<file path="config.mk">
export PLATFORM = sky130hd
export DESIGN_NAME = crater_arbiter
export DESIGN_NICKNAME = d
export VERILOG_FILES = /design/src/rtl/crater_arbiter.sv
export SDC_FILE = /design/constraint.sdc
export NUM_CORES = 2
export LEC_CHECK = 0
export CORE_AREA = 2 2 436 438
export DETAILED_ROUTE_END_ITERATION = 16
export DIE_AREA = 0 0 438 440
export GPL_TIMING_DRIVEN = 1
export PLACE_DENSITY_LB_ADDON = 0.05
export SETUP_SLACK_MARGIN = 0.1
export SLEW_MARGIN = 10
export SYNTH_ARGS = -nofsm -noshare
export SYNTH_HDL_FRONTEND = slang
export SYNTH_SLANG_ARGS = --single-unit
</file>
<file path="constraint.sdc">
create_clock -name clk -period 19 [get_ports clk]
set_input_delay 4.75 -clock clk [delete_from_list [all_inputs] [get_ports clk]]
set_output_delay 4.75 -clock clk [all_outputs]
set_load 0.01 [all_outputs]
</file>
<file path="src/rtl/crater_arbiter.sv">
// crater_arbiter: N-channel terrain-damage engine.
// Bomb channels are arbitrated round-robin into a small pending-explosion
// FIFO. Each queued crater is then carved column by column into the terrain
// column memory with a read-modify-write sequence (READ, CAPT, WRITE). The
// write is issued only while the terrain write window is open.
//
// Ports:
//   clk, reset_n          clock, asynchronous active-low reset
//   exp_valid/exp_ready   per-channel explosion handshake
//   exp_x/exp_y/exp_r     packed per-channel crater centre and radius
//   write_window          terrain write port free this cycle
//   rd_addr/rd_data       terrain column read (data one cycle after address)
//   wr_en/wr_addr/wr_data terrain column write
//   done                  per-channel one-cycle crater-complete pulse
//   busy                  FIFO non-empty or carve in progress
module crater_arbiter #(
  parameter int unsigned N_CH       = 2,
  parameter int unsigned COL_BITS   = 512,
  parameter int unsigned X_W        = 10,
  parameter int unsigned Y_W        = 10,
  parameter int unsigned R_W        = 6,
  parameter int unsigned MAX_RADIUS = 31,
  parameter int unsigned X_MAX      = 639,
  parameter int unsigned FIFO_DEPTH = 4
) (
  input  logic                  clk,
  input  logic                  reset_n,
  input  logic [N_CH-1:0]       exp_valid,
  input  logic [N_CH*X_W-1:0]   exp_x,
  input  logic [N_CH*Y_W-1:0]   exp_y,
  input  logic [N_CH*R_W-1:0]   exp_r,
  output logic [N_CH-1:0]       exp_ready,
  input  logic                  write_window,
  output logic [X_W-1:0]        rd_addr,
  input  logic [COL_BITS-1:0]   rd_data,
  output logic                  wr_en,
  output logic [X_W-1:0]        wr_addr,
  output logic [COL_BITS-1:0]   wr_data,
  output logic [N_CH-1:0]       done,
  output logic                  busy
);

  localparam int unsigned CH_W  = (N_CH > 1) ? $clog2(N_CH) : 1;
  localparam int unsigned PTR_W = (FIFO_DEPTH > 1) ? $clog2(FIFO_DEPTH) : 1;
  localparam int unsigned XW2   = ((X_W > R_W) ? X_W : R_W) + 1;
  localparam int unsigned YW2   = ((Y_W > R_W) ? Y_W : R_W) + 1;

  typedef struct packed {
    logic [CH_W-1:0] ch;
    logic [X_W-1:0]  x;
    logic [Y_W-1:0]  y;
    logic [R_W-1:0]  r;
  } entry_t;

  typedef enum logic [2:0] {
    S_IDLE, S_LOAD, S_READ, S_CAPT, S_WRITE, S_DONE
  } state_t;

  state_t              state_q, state_d;
  logic [CH_W-1:0]     rr_ptr_q, rr_ptr_d;
  logic [PTR_W:0]      wptr_q, wptr_d, rptr_q, rptr_d;
  entry_t              fifo_q [FIFO_DEPTH];
  entry_t              fifo_d [FIFO_DEPTH];
  entry_t              cur_q, cur_d;
  logic [X_W-1:0]      col_q, col_d, col_end_q, col_end_d;
  logic [COL_BITS-1:0] data_q, data_d;
  logic [N_CH-1:0]     done_q, done_d;

  logic                fifo_empty, fifo_full;
  logic                grant_found, push;
  logic [CH_W-1:0]     grant_ch;
  int unsigned         idx;
  entry_t              push_entry, head;
  logic [R_W-1:0]      r_in;
  logic signed [XW2-1:0] lo_x;
  logic [XW2-1:0]      hi_x;
  logic [X_W-1:0]      col_start, col_stop, dx;
  logic [R_W-1:0]      half;
  logic signed [YW2-1:0] lo_y;
  logic [YW2-1:0]      hi_y;
  int unsigned         lo_i, hi_i;
  logic [COL_BITS-1:0] mask;

  assign fifo_empty = (wptr_q == rptr_q);
  assign fifo_full  = (wptr_q[PTR_W] != rptr_q[PTR_W]) &&
                      (wptr_q[PTR_W-1:0] == rptr_q[PTR_W-1:0]);
  assign head       = fifo_q[rptr_q[PTR_W-1:0]];

  // Rotating-priority search starting at the round-robin pointer.
  always_comb begin
    grant_found = 1'b0;
    grant_ch    = '0;
    idx         = 0;
    for (int unsigned k = 0; k < N_CH; k++) begin
      idx = 32'(rr_ptr_q) + k;
      if (idx >= N_CH) idx = idx - N_CH;
      if (!grant_found && exp_valid[idx[CH_W-1:0]]) begin
        grant_found = 1'b1;
        grant_ch    = idx[CH_W-1:0];
      end
    end
  end

  // Ready uses the pre-pop full flag; reset forces it low asynchronously.
  always_comb begin
    push      = reset_n && grant_found && !fifo_full;
    exp_ready = '0;
    if (push) exp_ready[grant_ch] = 1'b1;
    r_in          = exp_r[grant_ch*R_W +: R_W];
    push_entry.ch = grant_ch;
    push_entry.x  = exp_x[grant_ch*X_W +: X_W];
    push_entry.y  = exp_y[grant_ch*Y_W +: Y_W];
    push_entry.r  = (r_in > R_W'(MAX_RADIUS)) ? R_W'(MAX_RADIUS) : r_in;
  end

  // Column span of the head entry, clamped to the valid column range.
  always_comb begin
    lo_x      = $signed(XW2'(head.x)) - $signed(XW2'(head.r));
    hi_x      = XW2'(head.x) + XW2'(head.r);
    col_start = lo_x[XW2-1] ? '0 : X_W'(lo_x);
    col_stop  = (hi_x > XW2'(X_MAX)) ? X_W'(X_MAX) : X_W'(hi_x);
  end

  // Vertical clear span for the current column; lo past the top row
  // shifts the low mask to zero, leaving an empty (write-through) mask.
  always_comb begin
    dx   = (col_q >= cur_q.x) ? (col_q - cur_q.x) : (cur_q.x - col_q);
    half = cur_q.r - R_W'(dx);
    lo_y = $signed(YW2'(cur_q.y)) - $signed(YW2'(half));
    hi_y = YW2'(cur_q.y) + YW2'(half);
    lo_i = lo_y[YW2-1] ? 0 : 32'(unsigned'(lo_y));
    hi_i = 32'(hi_y);
    if (hi_i > COL_BITS - 1) hi_i = COL_BITS - 1;
    mask = ({COL_BITS{1'b1}} << lo_i) & ({COL_BITS{1'b1}} >> (COL_BITS - 1 - hi_i));
  end

  always_comb begin
    state_d   = state_q;
    rr_ptr_d  = rr_ptr_q;
    wptr_d    = wptr_q;
    rptr_d    = rptr_q;
    fifo_d    = fifo_q;
    cur_d     = cur_q;
    col_d     = col_q;
    col_end_d = col_end_q;
    data_d    = data_q;
    done_d    = '0;

    if (push) begin
      fifo_d[wptr_q[PTR_W-1:0]] = push_entry;
      wptr_d = wptr_q + 1'b1;
      if (32'(grant_ch) + 1 >= N_CH) rr_ptr_d = '0;
      else                           rr_ptr_d = grant_ch + 1'b1;
    end

    unique case (state_q)
      S_IDLE:  if (!fifo_empty) state_d = S_LOAD;
      S_LOAD: begin
        rptr_d    = rptr_q + 1'b1;
        cur_d     = head;
        col_d     = col_start;
        col_end_d = col_stop;
        state_d   = S_READ;
      end
      S_READ:  state_d = S_CAPT;
      S_CAPT: begin
        data_d  = rd_data & ~mask;
        state_d = S_WRITE;
      end
      S_WRITE: begin
        if (write_window) begin
          if (col_q == col_end_q) begin
            done_d[cur_q.ch] = 1'b1;
            state_d          = S_DONE;
          end else begin
            col_d   = col_q + 1'b1;
            state_d = S_READ;
          end
        end
      end
      S_DONE:  state_d = S_IDLE;
      default: state_d = S_IDLE;
    endcase
  end

  always_ff @(posedge clk or negedge reset_n) begin
    if (!reset_n) begin
      state_q   <= S_IDLE;
      rr_ptr_q  <= '0;
      wptr_q    <= '0;
      rptr_q    <= '0;
      fifo_q    <= '{default: '0};
      cur_q     <= '0;
      col_q     <= '0;
      col_end_q <= '0;
      data_q    <= '0;
      done_q    <= '0;
    end else begin
      state_q   <= state_d;
      rr_ptr_q  <= rr_ptr_d;
      wptr_q    <= wptr_d;
      rptr_q    <= rptr_d;
      fifo_q    <= fifo_d;
      cur_q     <= cur_d;
      col_q     <= col_d;
      col_end_q <= col_end_d;
      data_q    <= data_d;
      done_q    <= done_d;
    end
  end

  // The write strobe is combinational so it can only appear inside WRITE.
  assign wr_en   = (state_q == S_WRITE) && write_window;
  assign wr_addr = col_q;
  assign rd_addr = col_q;
  assign wr_data = data_q;
  assign done    = done_q;
  assign busy    = !fifo_empty || (state_q != S_IDLE);

endmodule

</file>
* Yosys cells after proc, flatten, opt, wreduce, memory -nomap -nowiden
Index checks and enable logic that the tools add are counted.
** Storage, ports and cells
- Word-level logic and storage cells :: 138
- Input port bits :: 569
- Output and inout port bits :: 538
- Register bits after elaboration :: 679
** Operators by class
- Bitwise gates (word level) :: 5
- Order comparisons :: 16
- Shift-type cells :: 5
- Reduce and logical (&&, ||, !) cells :: 17
- Multipliers :: 2
- Equal/unequal tests :: 11
- Add/sub/neg operators :: 16
- Muxes and demuxes :: 38
** Operators by type and width (count)
- $and 512x512->512 :: 2
- $not 512->512 :: 1
- $shl 512x10->512 const A :: 1
- $shr 512x32->512 const A :: 1
- $bwmux 108 :: 1
- $mux 27 :: 3
- $bmux 27 s2 :: 1
- $demux 27 s2 :: 1
- $mux 10 :: 5
- $shiftx 20x6->10 :: 2
- $sub 9x32->32 const A :: 1
- $add 10x6->11 :: 2
- $sub 10x6->11 :: 2
- $pmux 10 s2 :: 1
- $sub 6x6->6 :: 3
- $pmux 3 s5 :: 1
- $mux 1 :: 13
- $mux 6 :: 2
- $shiftx 12x5->6 :: 1
- $gt 11x10->1 const B :: 1
- $gt 11x9->1 const B :: 1
- $mux 11 :: 1
- $add 10x1->10 const B :: 1
- $eq 10x10->1 :: 1
- 33 further kinds :: 61

* Longest topological paths before layout
- Depth after elaboration :: 13
- Depth in mapped cells :: 29
- Mapped depth without buffers :: 25

* Worst setup path before layout
No wires, ideal clock.
- Path kind :: input-to-output
- Start point :: input exp_valid[0]
- End point :: output exp_ready[0]
- Stages :: 5
- Setup slack :: 8.505 ns
- Buffers on the path :: 2
- Required time :: 14.250 ns
- Data arrival time :: 5.745 ns
- Path through :: inv_1 > o21ai_0 > buf_1 > clkbuf_1 > and2_1
** On the way
- Longest elaborated chain between the ends :: 11
- Elaborated cells on any way between the ends :: 18
- Classes of those cells :: 2 x order compare; 11 x mux; 5 x reduce/logical
** Ends and longest elaborated chain
- start, declared :: RTL line 28 : input logic [N_CH-1:0] exp_valid,
- $mux 1 (not written as such) (2 in series) :: RTL line 97 : if (!grant_found && exp_valid[idx[CH_W-1:0]]) begin
- $mux 1 :: RTL line 97
- $logic_not 1->1 :: RTL line 97
- $logic_and 1x1->1 :: RTL line 97
- $mux 1 :: RTL line 97
- $lt 1x2->1 (not written as such) or $ge 1x1->1 (tied branches) :: RTL line 108 : if (push) exp_ready[grant_ch] = 1'b1;
- $logic_and 1x1->1 (not written as such) :: RTL line 108
- $mux 1 (not written as such) :: RTL line 108
- $demux 1 s1 :: RTL line 108
- $mux 2 (*) :: RTL line 108
- end, declared :: RTL line 32 : output logic [N_CH-1:0] exp_ready,
Mark *: on every way between the ends. The rest lies on a longest branch, timed or not. The select of a mux whose other input is x is not followed.

* Final worst setup path
- Start point :: input reset_n
- End point :: output exp_ready[0]
** On the way
- Longest elaborated chain between the ends :: 3
** Ends and longest elaborated chain
- start, declared :: RTL line 27 : input logic reset_n,
- $logic_and 1x1->1 (2 in series) :: RTL line 106 : push = reset_n && grant_found && !fifo_full;
- $mux 2 :: RTL line 108
No other way between the ends.

==> metrics.txt <==
run status finished, final reports clean; slowest CP cell sky130_fd_sc_hd__clkdlybuf4s50_1; Final Hold Viols 0; most common library cells after synthesis 679 x sky130_fd_sc_hd__dfrtp_1, 589 x sky130_fd_sc_hd__nand2_1, 570 x sky130_fd_sc_hd__a21oi_1; Worst Hold Depth 2; setup tns final 0 ns; async set-or-reset flop fraction in the synthesized netlist 100%; first-pass GRT wire length 405000 um; clock sink total 679; vias in the first global route 41500; buffer type at the clock tree root sky130_fd_sc_hd__clkbuf_16; instance count after placement with tap cells included 7679; r2r setup slk 10.12 ns; count of cells along the worst register-to-register path 28; Finished Core Util 29.7%; setup slack at placement 7.55 ns; post-synthesis cell area 0.0385 mm2; DR iter-0 viols 4003; number of antenna violations at the first check in global routing 100; unrepaired setup endpoints after global routing false; Resize count post-CTS 0; pin count of the biggest net entering global routing 134; share of post-route cells with drive strength above 1 9.24%; most area-consuming cells after synthesis sky130_fd_sc_hd__dfrtp_1 44%, sky130_fd_sc_hd__mux2i_1 9.2%, sky130_fd_sc_hd__a21oi_1 7.4%; average wire per standard cell 39.2 um; fraction of met1 tracks used by global routing 37.5%; Core Footprint 0.189 mm2; category of the worst setup path capture point output port; overflow left after global routing 0; total number of placement rows 160; Worst Tran Pin Value 1.44 ns; arrival time worst endpoint 6.71 ns; Num CTS Buffers 94; Setup Fix Bufs, Post-CTS 0; GR Util met3 9.44%; clock network latency to the later pin of the worst-skew pair 0.78 ns; number of buffers inserted by hold repair at cts 0; post-layout worst setup margin 7.54 ns; clock tree buffer depth 3; primary flip-flop cell chosen by synthesis mapping sky130_fd_sc_hd__dfrtp_1; peak-usage layer in the global routing report met2; number of distinct library cells after synthesis 95; average cell area after synthesis 9.06 um2; GRT Util Overall 30.9%; register bit count reported by yosys 679; cell count after synthesis 4253; weighted congestion reported at the end of routability-driven placement 0.974; Global Route met2 Usage 50.6%; quantity of I/O buffers inserted on ports 1106; max-cap violation count 0; worst relative slew slack 3.50%; Hold/Removal Path Class reg -> reg; via density per instance 5.33; Remaining DRCs 0; Critical Path Source reset_n; fraction of the yosys area taken by sequential cells 44.1%; max frequency 87.3 MHz; dpl hpwl 235000 um; layout overhead on the synthesized area 45.5%; endpoint with the worst hold slack wr_data[447]; maximum clock skew at final layout 0.0518 ns; reg-to-reg critical path startpoint rd_addr[0]; Worst EP required 14.25 ns; EDFF count, synth 0; worst r2r dst wr_data[42]; Post-layout nets 5892; library cell occupying the most area in the post-synthesis netlist sky130_fd_sc_hd__dfrtp_1; synth warn 0; highest net fanout along the worst path 57; endpoints failing setup 0; fraction of synthesized cell area taken by the top area cell type 44.1%; element type at the critical path start input pin; Total Die Area 0.193 mm2; die width 438 um; total number of H-tree levels 3; peak per-stage delay on the critical path 0.53 ns; count of boundary I/O pins 1107; Initial Util 20.4%; Worst Min Path Start wr_data[447]; number of iterations in the first detailed-routing pass 6; antenna-violating nets left 0; via count 42000; minimum clock period after layout 11.46 ns; Die Y-Extent 440 um; Cell Count, Final, Fillers Out 7873; final number of max-transition violations 0; TritonCTS clock tree yes; total wire length after detailed routing 309000 um; nets in the synthesized netlist 4881; most instantiated library cell after synthesis sky130_fd_sc_hd__dfrtp_1; classification of the worst setup path in -> out; final cycle utilization of the critical path 60.3%; cell breakdown of the critical path buf_8, nand2_1, nor2_1, and2_1, clkdlybuf4s50_1; clock-pin slew of the registers on the worst-case setup and hold paths 0.05 ns
==> routing by layer <==
metal,routed length (um),vias to the layer above
li1,-,17600
met3,26600,584
met2,144000,2233
met1,123000,21500
met4,14400,52
met5,345,-
==> cells by family (layout without fill, tap and decap cells) <==
family,Yosys count,in the layout,share of synthesized area [%]
mux,381,381,10.8
xor+xnor,49,49,1.13
simple gates,1124,1124,12.9
flops,679,679,44.1
fa+ha+maj,59,59,2.05
buf+inv,421,1504,4.72
other cells,0,26,0
compound gates,1540,1540,24.3
==> cell usage in the layout (no fill, tap or decap), types with 53 or more instances in the layout <==
cell                                 n
sky130_fd_sc_hd__clkdlybuf4s50_1  1105
sky130_fd_sc_hd__dfrtp_1           678
sky130_fd_sc_hd__nand2_1           587
sky130_fd_sc_hd__a21oi_1           560
sky130_fd_sc_hd__o21ai_0           405
sky130_fd_sc_hd__mux2i_1           353
sky130_fd_sc_hd__nor2_1            221
sky130_fd_sc_hd__buf_4             166
sky130_fd_sc_hd__clkbuf_16          98
sky130_fd_sc_hd__a31oi_1            85
sky130_fd_sc_hd__nor3_1             76
sky130_fd_sc_hd__a221oi_1           66
sky130_fd_sc_hd__inv_1              60
sky130_fd_sc_hd__nand3_1            59
sky130_fd_sc_hd__a211oi_1           54
sky130_fd_sc_hd__a32oi_1            53
==> flip-flops by register name, indices dropped and copies added (netlist names) <==
name	count
wptr_q	3
col_end_q	10
done	2
fifo_q	108
wr_data	512
rr_ptr_q	1
rptr_q	3
state_q	3
rd_addr	10
cur_q	27
==> worst max-delay path by stage <==
| stage | end | depth (start not counted) |
|---|---|---|
| after global routing | exp_ready[0] | 5 |
| final | exp_ready[0] | 5 |
| after detailed placement | exp_ready[0] | 5 |
| after CTS | exp_ready[0] | 5 |
| after floorplan | exp_ready[0] | 5 |
| after global placement | exp_ready[0] | 5 |
==> critical path: cells and delay by family <==
| kind | cells | cell delay (ns) |
|---|---|---|
| buffers and inverters | 2 | 0.89 |
| AND/OR/NAND/NOR | 3 | 0.91 |
==> final cells by class <==
type | count | area, um2
fill | 20300 | 133000
multi-input combinational | 3153 | 20100
sequential | 679 | 17000
timing repair buffer | 1276 | 12400
tap | 2511 | 3140
clock buffer | 144 | 2880
clock inverter | 24 | 238
inverter | 60 | 225
antenna | 26 | 65.1
==> metrics by stage <==
stage	instance area, um2	hold WS [ns]
after floorplan	38500	0.413
after global placement	52900	0.453
after detailed placement	52900	0.458
after CTS	56000	0.470
after global routing	56000	0.493
final	56100	0.468
Power is left out: the tool's default activity adds up to more than one toggle a clock period on the data nets, which glitch-free logic cannot reach.
